**src/rtl/hs_npu_mem_sequencer_pkg.sv**
```systemverilog
// Shared NPU memory-path types and constants.
//   seq_state_t     : sequencer FSM states
//   mem_cmd_t       : strided matrix-transfer command
//   NPU_BURST_WORDS : 32-bit words per memory burst (shared with the memory interface)
//   NPU_CNT_W       : width of the burst-count field
package hs_npu_pkg;

  localparam int NPU_BURST_WORDS = 2;
  localparam int NPU_CNT_W       = 16;

  typedef enum logic [2:0] {
    S_IDLE,
    S_RD_REQ,
    S_RD_DRAIN,
    S_WR_FILL,
    S_WR_REQ,
    S_WR_WAIT,
    S_ABORT
  } seq_state_t;

  typedef struct packed {
    logic                 write;
    logic [31:0]          base;
    logic [31:0]          stride;
    logic [NPU_CNT_W-1:0] count;
  } mem_cmd_t;

endpackage

```
**src/rtl/hs_npu_mem_sequencer_if.sv**
```systemverilog
// Sequencer <-> memory-interface bus.
//   master : sequencer side (drives requests, address, write burst)
//   slave  : memory side (drives ready, read burst, completion pulses)
interface hs_npu_mem_sequencer_if
  import hs_npu_pkg::*;
#(
  parameter int BURST_WORDS = NPU_BURST_WORDS
);
  logic                         mem_read_ready_o;
  logic                         mem_write_valid_o;
  logic                         mem_invalidate_o;
  logic                         mem_ready_i;
  logic                         mem_valid_i;
  logic                         mem_write_done_i;
  logic [31:0]                  mem_addr_o;
  logic [BURST_WORDS-1:0][31:0] mem_rdata_i;
  logic [BURST_WORDS-1:0][31:0] mem_wdata_o;

  modport master (
    output mem_read_ready_o, mem_write_valid_o, mem_invalidate_o, mem_addr_o, mem_wdata_o,
    input  mem_ready_i, mem_valid_i, mem_write_done_i, mem_rdata_i
  );

  modport slave (
    input  mem_read_ready_o, mem_write_valid_o, mem_invalidate_o, mem_addr_o, mem_wdata_o,
    output mem_ready_i, mem_valid_i, mem_write_done_i, mem_rdata_i
  );
endinterface

```
**src/rtl/hs_npu_mem_sequencer_burst_buffer.sv**
```systemverilog
// One-burst register file shared by the read and write paths.
//   clr       : reset the word index (abort)
//   load      : parallel load of a whole burst, index back to 0
//   push      : serial write of push_data at the index, index advances
//   pop       : index advances (serial read)
//   par_out   : whole burst, word_out : word at the index
//   last      : index points at the final word of the burst
module hs_npu_burst_buffer
  import hs_npu_pkg::*;
#(
  parameter int BURST_WORDS = NPU_BURST_WORDS
) (
  input  logic                         clk,
  input  logic                         rst_n,
  input  logic                         clr,
  input  logic                         load,
  input  logic [BURST_WORDS-1:0][31:0] par_in,
  input  logic                         push,
  input  logic [31:0]                  push_data,
  input  logic                         pop,
  output logic [BURST_WORDS-1:0][31:0] par_out,
  output logic [31:0]                  word_out,
  output logic                         last
);
  localparam int IDX_W = (BURST_WORDS > 1) ? $clog2(BURST_WORDS) : 1;

  logic [BURST_WORDS-1:0][31:0] words_q;
  logic [IDX_W-1:0]             idx;
  logic [IDX_W-1:0]             idx_nxt;

  assign last     = (idx == IDX_W'(BURST_WORDS - 1));
  assign idx_nxt  = last ? '0 : idx + 1'b1;
  assign par_out  = words_q;
  assign word_out = words_q[idx];

  always_ff @(posedge clk or negedge rst_n) begin
    if (!rst_n) begin
      words_q <= '0;
      idx     <= '0;
    end else if (clr) begin
      idx <= '0;
    end else if (load) begin
      words_q <= par_in;
      idx     <= '0;
    end else if (push) begin
      words_q[idx] <= push_data;
      idx          <= idx_nxt;
    end else if (pop) begin
      idx <= idx_nxt;
    end
  end
endmodule

```
**src/rtl/hs_npu_mem_sequencer.sv**
```systemverilog
// NPU memory sequencer: splits a strided matrix-transfer command into
// per-burst memory requests. Reads unpack each burst into a word stream,
// writes pack a word stream into bursts.
//   cmd_*   : command handshake (write, base, stride, burst count)
//   abort_i : cancel current command (one ABORT cycle, no done)
//   busy_o / done_o : status and one-cycle completion pulse
//   rd_*    : read word stream out, wr_* : write word stream in
//   mem     : memory-interface bus (master side)
module hs_npu_mem_sequencer
  import hs_npu_pkg::*;
#(
  parameter int BURST_WORDS = NPU_BURST_WORDS,
  parameter int CNT_W       = NPU_CNT_W
) (
  input  logic                          clk,
  input  logic                          rst_n,
  input  logic                          cmd_valid_i,
  output logic                          cmd_ready_o,
  input  logic                          cmd_write_i,
  input  logic [31:0]                   cmd_base_i,
  input  logic [31:0]                   cmd_stride_i,
  input  logic [CNT_W-1:0]              cmd_count_i,
  input  logic                          abort_i,
  output logic                          busy_o,
  output logic                          done_o,
  output logic [31:0]                   rd_data_o,
  output logic                          rd_valid_o,
  input  logic                          rd_ready_i,
  input  logic [31:0]                   wr_data_i,
  input  logic                          wr_valid_i,
  output logic                          wr_ready_o,
  hs_npu_mem_sequencer_if.master        mem
);
  seq_state_t       state;
  mem_cmd_t         cmd;
  logic [31:0]      addr, stride;
  logic [CNT_W-1:0] remaining;
  logic             done_q, rd_vld_q, wr_rdy_q, rreq_q, wreq_q, inval_q;

  logic             abort_hit, buf_load, buf_push, buf_pop, buf_last, last_burst;
  logic [31:0]      next_addr;

  assign cmd = '{write: cmd_write_i, base: cmd_base_i, stride: cmd_stride_i,
                 count: NPU_CNT_W'(cmd_count_i)};

  // Abort wins over every other event; idle and the abort cycle itself ignore it.
  assign abort_hit  = abort_i && (state != S_IDLE) && (state != S_ABORT);
  assign buf_load   = !abort_hit && (state == S_RD_REQ) && mem.mem_valid_i;
  assign buf_pop    = !abort_hit && (state == S_RD_DRAIN) && rd_vld_q && rd_ready_i;
  assign buf_push   = !abort_hit && (state == S_WR_FILL) && wr_rdy_q && wr_valid_i;
  assign next_addr  = addr + stride;
  assign last_burst = (remaining == CNT_W'(1));

  hs_npu_burst_buffer #(.BURST_WORDS(BURST_WORDS)) u_buf (
    .clk       (clk),
    .rst_n     (rst_n),
    .clr       (abort_hit),
    .load      (buf_load),
    .par_in    (mem.mem_rdata_i),
    .push      (buf_push),
    .push_data (wr_data_i),
    .pop       (buf_pop),
    .par_out   (mem.mem_wdata_o),
    .word_out  (rd_data_o),
    .last      (buf_last)
  );

  assign busy_o                = (state != S_IDLE);
  assign cmd_ready_o           = (state == S_IDLE);
  assign done_o                = done_q;
  assign rd_valid_o            = rd_vld_q;
  assign wr_ready_o            = wr_rdy_q;
  assign mem.mem_read_ready_o  = rreq_q;
  assign mem.mem_write_valid_o = wreq_q;
  assign mem.mem_invalidate_o  = inval_q;
  assign mem.mem_addr_o        = addr;

  always_ff @(posedge clk or negedge rst_n) begin
    if (!rst_n) begin
      state     <= S_IDLE;
      addr      <= '0;
      stride    <= '0;
      remaining <= '0;
      done_q    <= 1'b0;
      rd_vld_q  <= 1'b0;
      wr_rdy_q  <= 1'b0;
      rreq_q    <= 1'b0;
      wreq_q    <= 1'b0;
      inval_q   <= 1'b0;
    end else begin
      done_q <= 1'b0;
      if (abort_hit) begin
        state    <= S_ABORT;
        inval_q  <= 1'b1;
        rreq_q   <= 1'b0;
        wreq_q   <= 1'b0;
        rd_vld_q <= 1'b0;
        wr_rdy_q <= 1'b0;
      end else begin
        case (state)
          S_IDLE: if (cmd_valid_i) begin
            addr      <= cmd.base;
            stride    <= cmd.stride;
            remaining <= CNT_W'(cmd.count);
            if (cmd.count == '0) begin
              done_q <= 1'b1;  // empty transfer completes without touching memory
            end else if (cmd.write) begin
              state    <= S_WR_FILL;
              wr_rdy_q <= 1'b1;
            end else begin
              state  <= S_RD_REQ;
              rreq_q <= 1'b1;
            end
          end
          S_RD_REQ: if (mem.mem_valid_i) begin
            state    <= S_RD_DRAIN;
            rreq_q   <= 1'b0;
            rd_vld_q <= 1'b1;
          end
          S_RD_DRAIN: if (buf_pop && buf_last) begin
            rd_vld_q  <= 1'b0;
            addr      <= next_addr;
            remaining <= remaining - CNT_W'(1);
            if (last_burst) begin
              state  <= S_IDLE;
              done_q <= 1'b1;
            end else begin
              state  <= S_RD_REQ;
              rreq_q <= 1'b1;
            end
          end
          S_WR_FILL: if (buf_push && buf_last) begin
            state    <= S_WR_REQ;
            wr_rdy_q <= 1'b0;
            wreq_q   <= 1'b1;
          end
          S_WR_REQ: if (wreq_q && mem.mem_ready_i) begin
            state  <= S_WR_WAIT;
            wreq_q <= 1'b0;
          end
          S_WR_WAIT: if (mem.mem_write_done_i) begin
            addr      <= next_addr;
            remaining <= remaining - CNT_W'(1);
            if (last_burst) begin
              state  <= S_IDLE;
              done_q <= 1'b1;
            end else begin
              state    <= S_WR_FILL;
              wr_rdy_q <= 1'b1;
            end
          end
          S_ABORT: begin
            state   <= S_IDLE;
            inval_q <= 1'b0;
          end
          default: state <= S_IDLE;
        endcase
      end
    end
  end
endmodule

```
**src/flat_wrapper.sv**
```systemverilog
// flat-port wrapper written by rule: the top's interface ports become plain ports
module hs_npu_mem_sequencer_flat import hs_npu_pkg::*;
#(
  parameter int BURST_WORDS = NPU_BURST_WORDS,
  parameter int CNT_W       = NPU_CNT_W
)
  (clk, rst_n, cmd_valid_i, cmd_ready_o, cmd_write_i, cmd_base_i, cmd_stride_i, cmd_count_i, abort_i, busy_o, done_o, rd_data_o, rd_valid_o, rd_ready_i, wr_data_i, wr_valid_i, wr_ready_o, mem_mem_read_ready_o, mem_mem_write_valid_o, mem_mem_invalidate_o, mem_mem_addr_o, mem_mem_wdata_o, mem_mem_ready_i, mem_mem_valid_i, mem_mem_write_done_i, mem_mem_rdata_i);
  hs_npu_mem_sequencer_if #(.BURST_WORDS(BURST_WORDS)) mem_i ();
  input  logic clk;
  input  logic rst_n;
  input  logic cmd_valid_i;
  output logic cmd_ready_o;
  input  logic cmd_write_i;
  input  logic [31:0] cmd_base_i;
  input  logic [31:0] cmd_stride_i;
  input  logic [CNT_W-1:0] cmd_count_i;
  input  logic abort_i;
  output logic busy_o;
  output logic done_o;
  output logic [31:0] rd_data_o;
  output logic rd_valid_o;
  input  logic rd_ready_i;
  input  logic [31:0] wr_data_i;
  input  logic wr_valid_i;
  output logic wr_ready_o;
  output wire logic [$bits(mem_i.mem_read_ready_o)-1:0] mem_mem_read_ready_o;
  output wire logic [$bits(mem_i.mem_write_valid_o)-1:0] mem_mem_write_valid_o;
  output wire logic [$bits(mem_i.mem_invalidate_o)-1:0] mem_mem_invalidate_o;
  output wire logic [$bits(mem_i.mem_addr_o)-1:0] mem_mem_addr_o;
  output wire logic [$bits(mem_i.mem_wdata_o)-1:0] mem_mem_wdata_o;
  input wire logic [$bits(mem_i.mem_ready_i)-1:0] mem_mem_ready_i;
  input wire logic [$bits(mem_i.mem_valid_i)-1:0] mem_mem_valid_i;
  input wire logic [$bits(mem_i.mem_write_done_i)-1:0] mem_mem_write_done_i;
  input wire logic [$bits(mem_i.mem_rdata_i)-1:0] mem_mem_rdata_i;
  assign mem_mem_read_ready_o = mem_i.mem_read_ready_o;
  assign mem_mem_write_valid_o = mem_i.mem_write_valid_o;
  assign mem_mem_invalidate_o = mem_i.mem_invalidate_o;
  assign mem_mem_addr_o = mem_i.mem_addr_o;
  assign mem_mem_wdata_o = mem_i.mem_wdata_o;
  assign mem_i.mem_ready_i = mem_mem_ready_i;
  assign mem_i.mem_valid_i = mem_mem_valid_i;
  assign mem_i.mem_write_done_i = mem_mem_write_done_i;
  assign mem_i.mem_rdata_i = mem_mem_rdata_i;
  hs_npu_mem_sequencer #(.BURST_WORDS(BURST_WORDS), .CNT_W(CNT_W)) u_core (.clk(clk), .rst_n(rst_n), .cmd_valid_i(cmd_valid_i), .cmd_ready_o(cmd_ready_o), .cmd_write_i(cmd_write_i), .cmd_base_i(cmd_base_i), .cmd_stride_i(cmd_stride_i), .cmd_count_i(cmd_count_i), .abort_i(abort_i), .busy_o(busy_o), .done_o(done_o), .rd_data_o(rd_data_o), .rd_valid_o(rd_valid_o), .rd_ready_i(rd_ready_i), .wr_data_i(wr_data_i), .wr_valid_i(wr_valid_i), .wr_ready_o(wr_ready_o), .mem(mem_i));
endmodule
```
**config.mk**
```make
export PLATFORM = sky130hd
export DESIGN_NAME = hs_npu_mem_sequencer_flat
export DESIGN_NICKNAME = d
export VERILOG_FILES = /design/src/rtl/hs_npu_mem_sequencer_pkg.sv /design/src/rtl/hs_npu_mem_sequencer_if.sv /design/src/rtl/hs_npu_mem_sequencer_burst_buffer.sv /design/src/rtl/hs_npu_mem_sequencer.sv /design/src/flat_wrapper.sv
export SDC_FILE = /design/constraint.sdc
export NUM_CORES = 1
export LEC_CHECK = 0
export ABC_AREA = 1
export BUFFER_PORTS_ARGS = -buffer_cell sky130_fd_sc_hd__buf_2
export CAP_MARGIN = 25
export CORE_UTILIZATION = 48
export CTS_CLUSTER_DIAMETER = 40
export DETAILED_ROUTE_END_ITERATION = 6
export PLACE_DENSITY_LB_ADDON = 0.25
export SYNTH_ARGS = -nofsm -noshare
export SYNTH_HDL_FRONTEND = slang
export SYNTH_SLANG_ARGS = --single-unit
export TNS_END_PERCENT = 5
```
**constraint.sdc**
```tcl
create_clock -name clk -period 1.9 [get_ports clk]
set_clock_uncertainty 0.15 [all_clocks]
set_input_delay 0 -clock clk [delete_from_list [all_inputs] [get_ports clk]]
set_output_delay 0 -clock clk [all_outputs]
set_load 0.02 [all_outputs]
```
# Word-level counts from Yosys, hierarchy flattened
# Index checks and enable logic that the tools add are counted.
# classes
eq_ne,22
addsub,3
n_mux,64
magnitude_cmp,2
bitwise,1
reduce_logical,34
# ops
op,n
32-bit two-way mux,6
64-bit two-way mux,2
32-bit case mux with 3 select lines,1
64-bit bitwise mux,1
16-bit two-way mux,3
16-bit case mux with 3 select lines,1
1-bit two-way mux,33
32-bit adder,1
32-bit demux with 1-bit select,1
"3-bit by 2-bit != test with 1-bit output, second input constant",9
3-bit two-way mux,8
7-bit AND reduction,3
3-bit case mux with 6 select lines,1
"16-bit by 1-bit == test with 1-bit output, second input constant",1
16-bit zero test,1
"16-bit by 1-bit subtractor with 16-bit output, second input constant",1
1-bit logical AND,14
3-bit nonzero test,4
4-bit nonzero test,3
"3-bit == test, second input constant",3
1-bit case mux with 3 select lines,3
3-bit AND reduction,3
"3-bit by 2-bit == test with 1-bit output, second input constant",2
"2-bit != test, second input constant",3
14 further kinds,18
# word_totals
elab_cells,139
input_bits,186
reg_bits,154
output_inout_bits,136

# Depth between registers and ports, before layout
# depth
depth_word,11
depth_mapped,14
mapped_depth_nobuf,14

# Modules after synthesis
# Synthesis repeated with hierarchy kept, for this count alone.
# hier_totals
cells_unflattened,1639
area_unflattened_um2,10497.6
# by_module_without_submodules
module,cells_each,area_each_um2,instances,seq_area_each_um2
hs_npu_mem_sequencer,1040,6789.0,1,2227.1
hs_npu_burst_buffer,599,3708.6,1,1626.6

# Least setup slack after synthesis
# Ideal clock, no wire load.
# synth_timing
path_kind,flip-flop to flip-flop
from,register u_core.addr[0] (netlist: u_core.mem.mem_addr_o[0])
to,register u_core.addr[28] (netlist: u_core.mem.mem_addr_o[28])
t_arrival_ps,1917
synth_period_minus_slack_ps,2183
path_stages_with_launch,14
required_time_ps,1634
n_path_buf,0
setup_slack_ps,-283
setup_ps,116
cell_sequence,dfrtp_1 ha_1 inv_1 fa_1 inv_1 nand3_1 nand3_1 nand3_1 nand3_1 nand2_1 nand3_1 nand3_1 nand2_1 nand2_1
# synth_between
elab_chain_len,3
elab_cells_between_ends,4
classes_between,add/sub: 1; mux: 3
# synth_rtl
element,line_no,source
"start, declared",hs_npu_mem_sequencer.sv:36,"logic [31:0] addr, stride;"
"start signal, assigned",hs_npu_mem_sequencer.sv:102,addr <= cmd.base;
"start signal, assigned",hs_npu_mem_sequencer.sv:122,addr <= next_addr;
"start signal, assigned",hs_npu_mem_sequencer.sv:142,addr <= next_addr;
32-bit adder *,hs_npu_mem_sequencer.sv:51,assign next_addr = addr + stride;
32-bit two-way mux (on tied branches),"hs_npu_mem_sequencer.sv:141, hs_npu_mem_sequencer.sv:120",
32-bit case mux with 3 select lines *,hs_npu_mem_sequencer.sv:100,case (state)
# Mark *: on every way between the ends. The rest lies on a longest branch, timed or not. The select of a mux whose other input is x is not followed.
# A chain may end at the register's enable or synchronous reset.

# Worst setup path in the final report
# layout_timing
from,register u_core.stride[0]
to,register u_core.addr[14] (netlist: u_core.mem.mem_addr_o[14])
# layout_between
elab_chain_len,3
elab_cells_between_ends,4
classes_between,add/sub: 1; mux: 3
# layout_rtl
element,line_no,source
"start, declared",hs_npu_mem_sequencer.sv:36,
"start signal, assigned",hs_npu_mem_sequencer.sv:103,stride <= cmd.stride;
32-bit adder *,hs_npu_mem_sequencer.sv:51,
32-bit two-way mux (on tied branches),"hs_npu_mem_sequencer.sv:141, hs_npu_mem_sequencer.sv:120",
32-bit case mux with 3 select lines *,hs_npu_mem_sequencer.sv:100,
# Marks and branches as above.

==> summary.md <==
| Metric | Value |
|---|---|
| Initial Util | 49.3% |
| Worst Hold Launch | mem_mem_write_done_i |
| RSZ-0062 raised after global routing | yes |
| Vias in the first global route | 13300 |
| Flops & latches, synth | 154 |
| Fillers | 1218 |
| Layout cells sized above 1 | 38.7% |
| Prevailing post-synth register cell | dfrtp_1 |
| Final setup violation count | 111 |
| Top cells by area, synth | dfrtp_1, nand2_1, inv_1, mux2_2, nor2_1 |
| Final count of hold timing violations | 0 |
| Worst path arrival time | 2390 ps |
| DP HPWL | 26200 um |
| Die H | 150 um |
| Drt wl/cell | 18.5 um |
| Layout Area Growth over Synthesis | 66.9% |
| Total wire length | 44300 um |
| Clock Root Buffer | clkbuf_16 |
| Min-delay worst type | in2reg |
| Detailed-route DRC error count | 0 |
| Maxcap violations | 0 |
| R2r endpoint | u_core.mem.mem_addr_o[14]$_DFFE_PN0P_ |
| Synth warn | 0 |
| Mapped Area | 10500 um^2 |
| Sequential cell area fraction in the yosys report | 36.8% |
| Hold Path Depth | 8 |
| PnR worst setup slack | -289 ps |
| Core Area | 21200 um^2 |
| FF-to-FF path depth | 12 |
| Crit Path Max Fanout | 3 |
| Clk_lat worst skew | 430 ps |
| Clock Sinks | 154 |
| Most common cell after layout, fill and taps aside | nand2_1 |
| Leak | 0.00954 uW |
| Flop-to-flop setup slack | -290 ps |
| Nets@finish | 2330 |
| PwrDens | 1890 nW/um^2 |
| Worst R2R Start | u_core.stride[0]$_DFFE_PN0P_ |
| Fmax | 457 MHz |
| Port Buffers | 321 |
| First-pass GRT wire length | 65000 um |
| Clock-pin transition on the worst setup and hold timing paths | 70 ps |
| Mean Syn Cell Area | 7.14 um^2 |
| Layout Cells excl Fill | 2401 |
| Worst Setup Path Type | reg2reg |
| Most frequent cells in the layout | nand2_1, buf_2, inv_1 |
| Worst Hold Endpoint | u_core.done_o$_DFF_PN0_ |
| Post-Syn Nets | 1687 |
| Bufs on Longest Clock Path | 2 |
| Failing checks | setup timing |
| Largest net degree at the start of global routing | 58 |
| Max_slew headroom | 61.0% |
| Via count | 13200 |
| Row count | 53 |
| Leading area contributor after synthesis | dfrtp_1 |
| TritonCTS clock tree | built |
| Total gr overflow | 0 |
| Average vias per placed instance | 5.50 |
| Num CTS Buffers | 17 |
| Worst hold margin | 114 ps |
| Post-synth ARST share | 100% |
| Tmin final | 2190 ps |
| Placed cell count | 2150 |
| Ports | 322 |
| Placer Congestion | 0.951 |
| First-pass DRT Iterations | 7 |
| DRT iter0 DRCs | 988 |
| Antenna-violating nets left | 0 |
| Count of cell types in the netlist | 38 |
| Worst Max-Slew Pin Slew | 585 ps |
| Status | finished, violations left |
| Tcrit/Tclk final | 115% |
| Die area | 22400 um^2 |
| Initial antenna violation count | 3 |
| Post-synth top area share | 36.8% |
| Worst Path Required | 2100 ps |
| H-Tree Level Count | 4 |
| Post-synthesis cell count | 1467 |
| Number of flops mapped to enable cells by yosys | 0 |
| Die width | 150 um |
| Total track usage | 37.3% |
| CP Capture Type | flop |
| Max Slew Vio Count | 0 |
| Maximum VDD drop | 1160 uV |
| Crit start category | flop |
[final cells by class]
class | count | area (um^2) | share of cell area [%]
Multi-Input combinational cell | 1017 | 6570 | 37.6
Timing Repair Buffer | 673 | 5140 | 29.4
Sequential cell | 154 | 3860 | 22.1
Inverter | 247 | 948 | 5.43
Clock buffer | 17 | 425 | 2.43
Tap cell | 275 | 344 | 1.97
Clock inverter | 15 | 184 | 1.05
Antenna cell | 3 | 7.51 | 0.0430
[flip-flops by register name, summed over array words and instances (netlist names)]
name / count
u_core.mem.mem_addr_o: 32
u_core.u_buf.last: 1
u_core.state: 3
u_core.mem.mem_invalidate_o: 1
u_core.rd_valid_o: 1
u_core.u_buf.par_out: 64
u_core.mem.mem_read_ready_o: 1
u_core.done_o: 1
u_core.remaining: 16
u_core.stride: 32
u_core.wr_ready_o: 1
u_core.mem.mem_write_valid_o: 1
[kinds of logic (layout without fill, tap and decap cells)]
family	Yosys count	in the layout	synth area share, %
compound gates	174	174	9.54
xor+xnor	20	20	1.67
fa+ha+maj	34	34	4.13
buf+inv	296	952	11.2
flops	154	154	36.8
mux	95	95	10.2
other cells	0	3	0
simple gates	694	694	26.5
[worst max path at each step]
stage,startpoint,endpoint,slack (ps),cells after the start
floorplan,u_core.state[1]$_DFFE_PN0P_,u_core.remaining[11]$_DFFE_PN0P_,-20,10
global placement,u_core.mem.mem_addr_o[21]$_DFFE_PN0P_,u_core.mem.mem_addr_o[27]$_DFFE_PN0P_,-120,10
detailed placement,u_core.stride[0]$_DFFE_PN0P_,u_core.mem.mem_addr_o[14]$_DFFE_PN0P_,-160,11
CTS,u_core.stride[0]$_DFFE_PN0P_,u_core.mem.mem_addr_o[12]$_DFFE_PN0P_,-140,13
global route,u_core.stride[10]$_DFFE_PN0P_,u_core.mem.mem_addr_o[12]$_DFFE_PN0P_,-400,10
finish,u_core.stride[0]$_DFFE_PN0P_,u_core.mem.mem_addr_o[14]$_DFFE_PN0P_,-290,12
[routing by layer]
layer,up-vias,part of all wire [%],global-route usage (%)
li1,5934,-,-
met5,-,0,0
met2,854,50,65.8
met4,0,7.1,23.4
met1,6133,35,40.4
met3,287,7.9,8.38
[power by group]
part / total, uW / internal, uW / switching [uW]
sequential: 6070 / 4650 / 1420
combinational: 23300 / 10200 / 13100
clock: 3640 / 2000 / 1640
[worst max-delay path, cell delays in order (launching register included)]
cell	delay (ps)
dfrtp_1	420
ha_4	170
inv_2	40
fa_2	350
inv_2	110
buf_4	120
nand2_2	60
nand3_2	90
nand2_2	70
nand2_4	110
xor2_1	190
nand2_1	90
a21oi_1	130
[timing repair]
action,in CTS,in global routing
setup buffers,3,24
resized for setup,73,182
pin swaps,17,53
cloned,1,3
hold buffers,185,0
endpoints found under the hold margin,307,0
setup endpoints to repair,145,181
[cells in the mapped netlist (2+ instances only)]
cell type and number:
a211oi_1 2, a21oi_1 46, a31oi_1 2, buf_1 4, buf_2 14, buf_4 9
clkbuf_1 21, dfrtp_1 154, ha_1 33, inv_1 244, inv_2 3, mux2_1 20
mux2_2 75, nand2_1 474, nand2_2 4, nand3_1 56, nand3_4 2, nand4_1 7
nor2_1 132, nor2_2 3, nor3_1 10, nor4_1 2, o211ai_1 3, o21ai_0 41
o21ai_1 3, o21bai_1 4, o22ai_1 65, o31ai_1 6, xnor2_1 7, xor2_1 13
[through the flow]
| step | TNS (ps) | area (um^2) | util (%) | power, uW | setup WS (ps) |
|---|---|---|---|---|---|
| 2_1_floorplan | -333 | 10700 | - | 16800 | -21.4 |
| 3_3_place_gp | -9250 | 13600 | 64.2 | 23500 | -123 |
| 3_5_place_dp | -11940 | 13600 | 64.2 | 23800 | -161 |
| 4_1_cts | -4780 | 16500 | 77.8 | 29100 | -140 |
| 5_1_grt | -21160 | 17500 | 82.3 | 35000 | -400 |
| 6_report | -10730 | 17500 | 82.4 | 33000 | -289 |
Power figures use the tool's default switching activity.
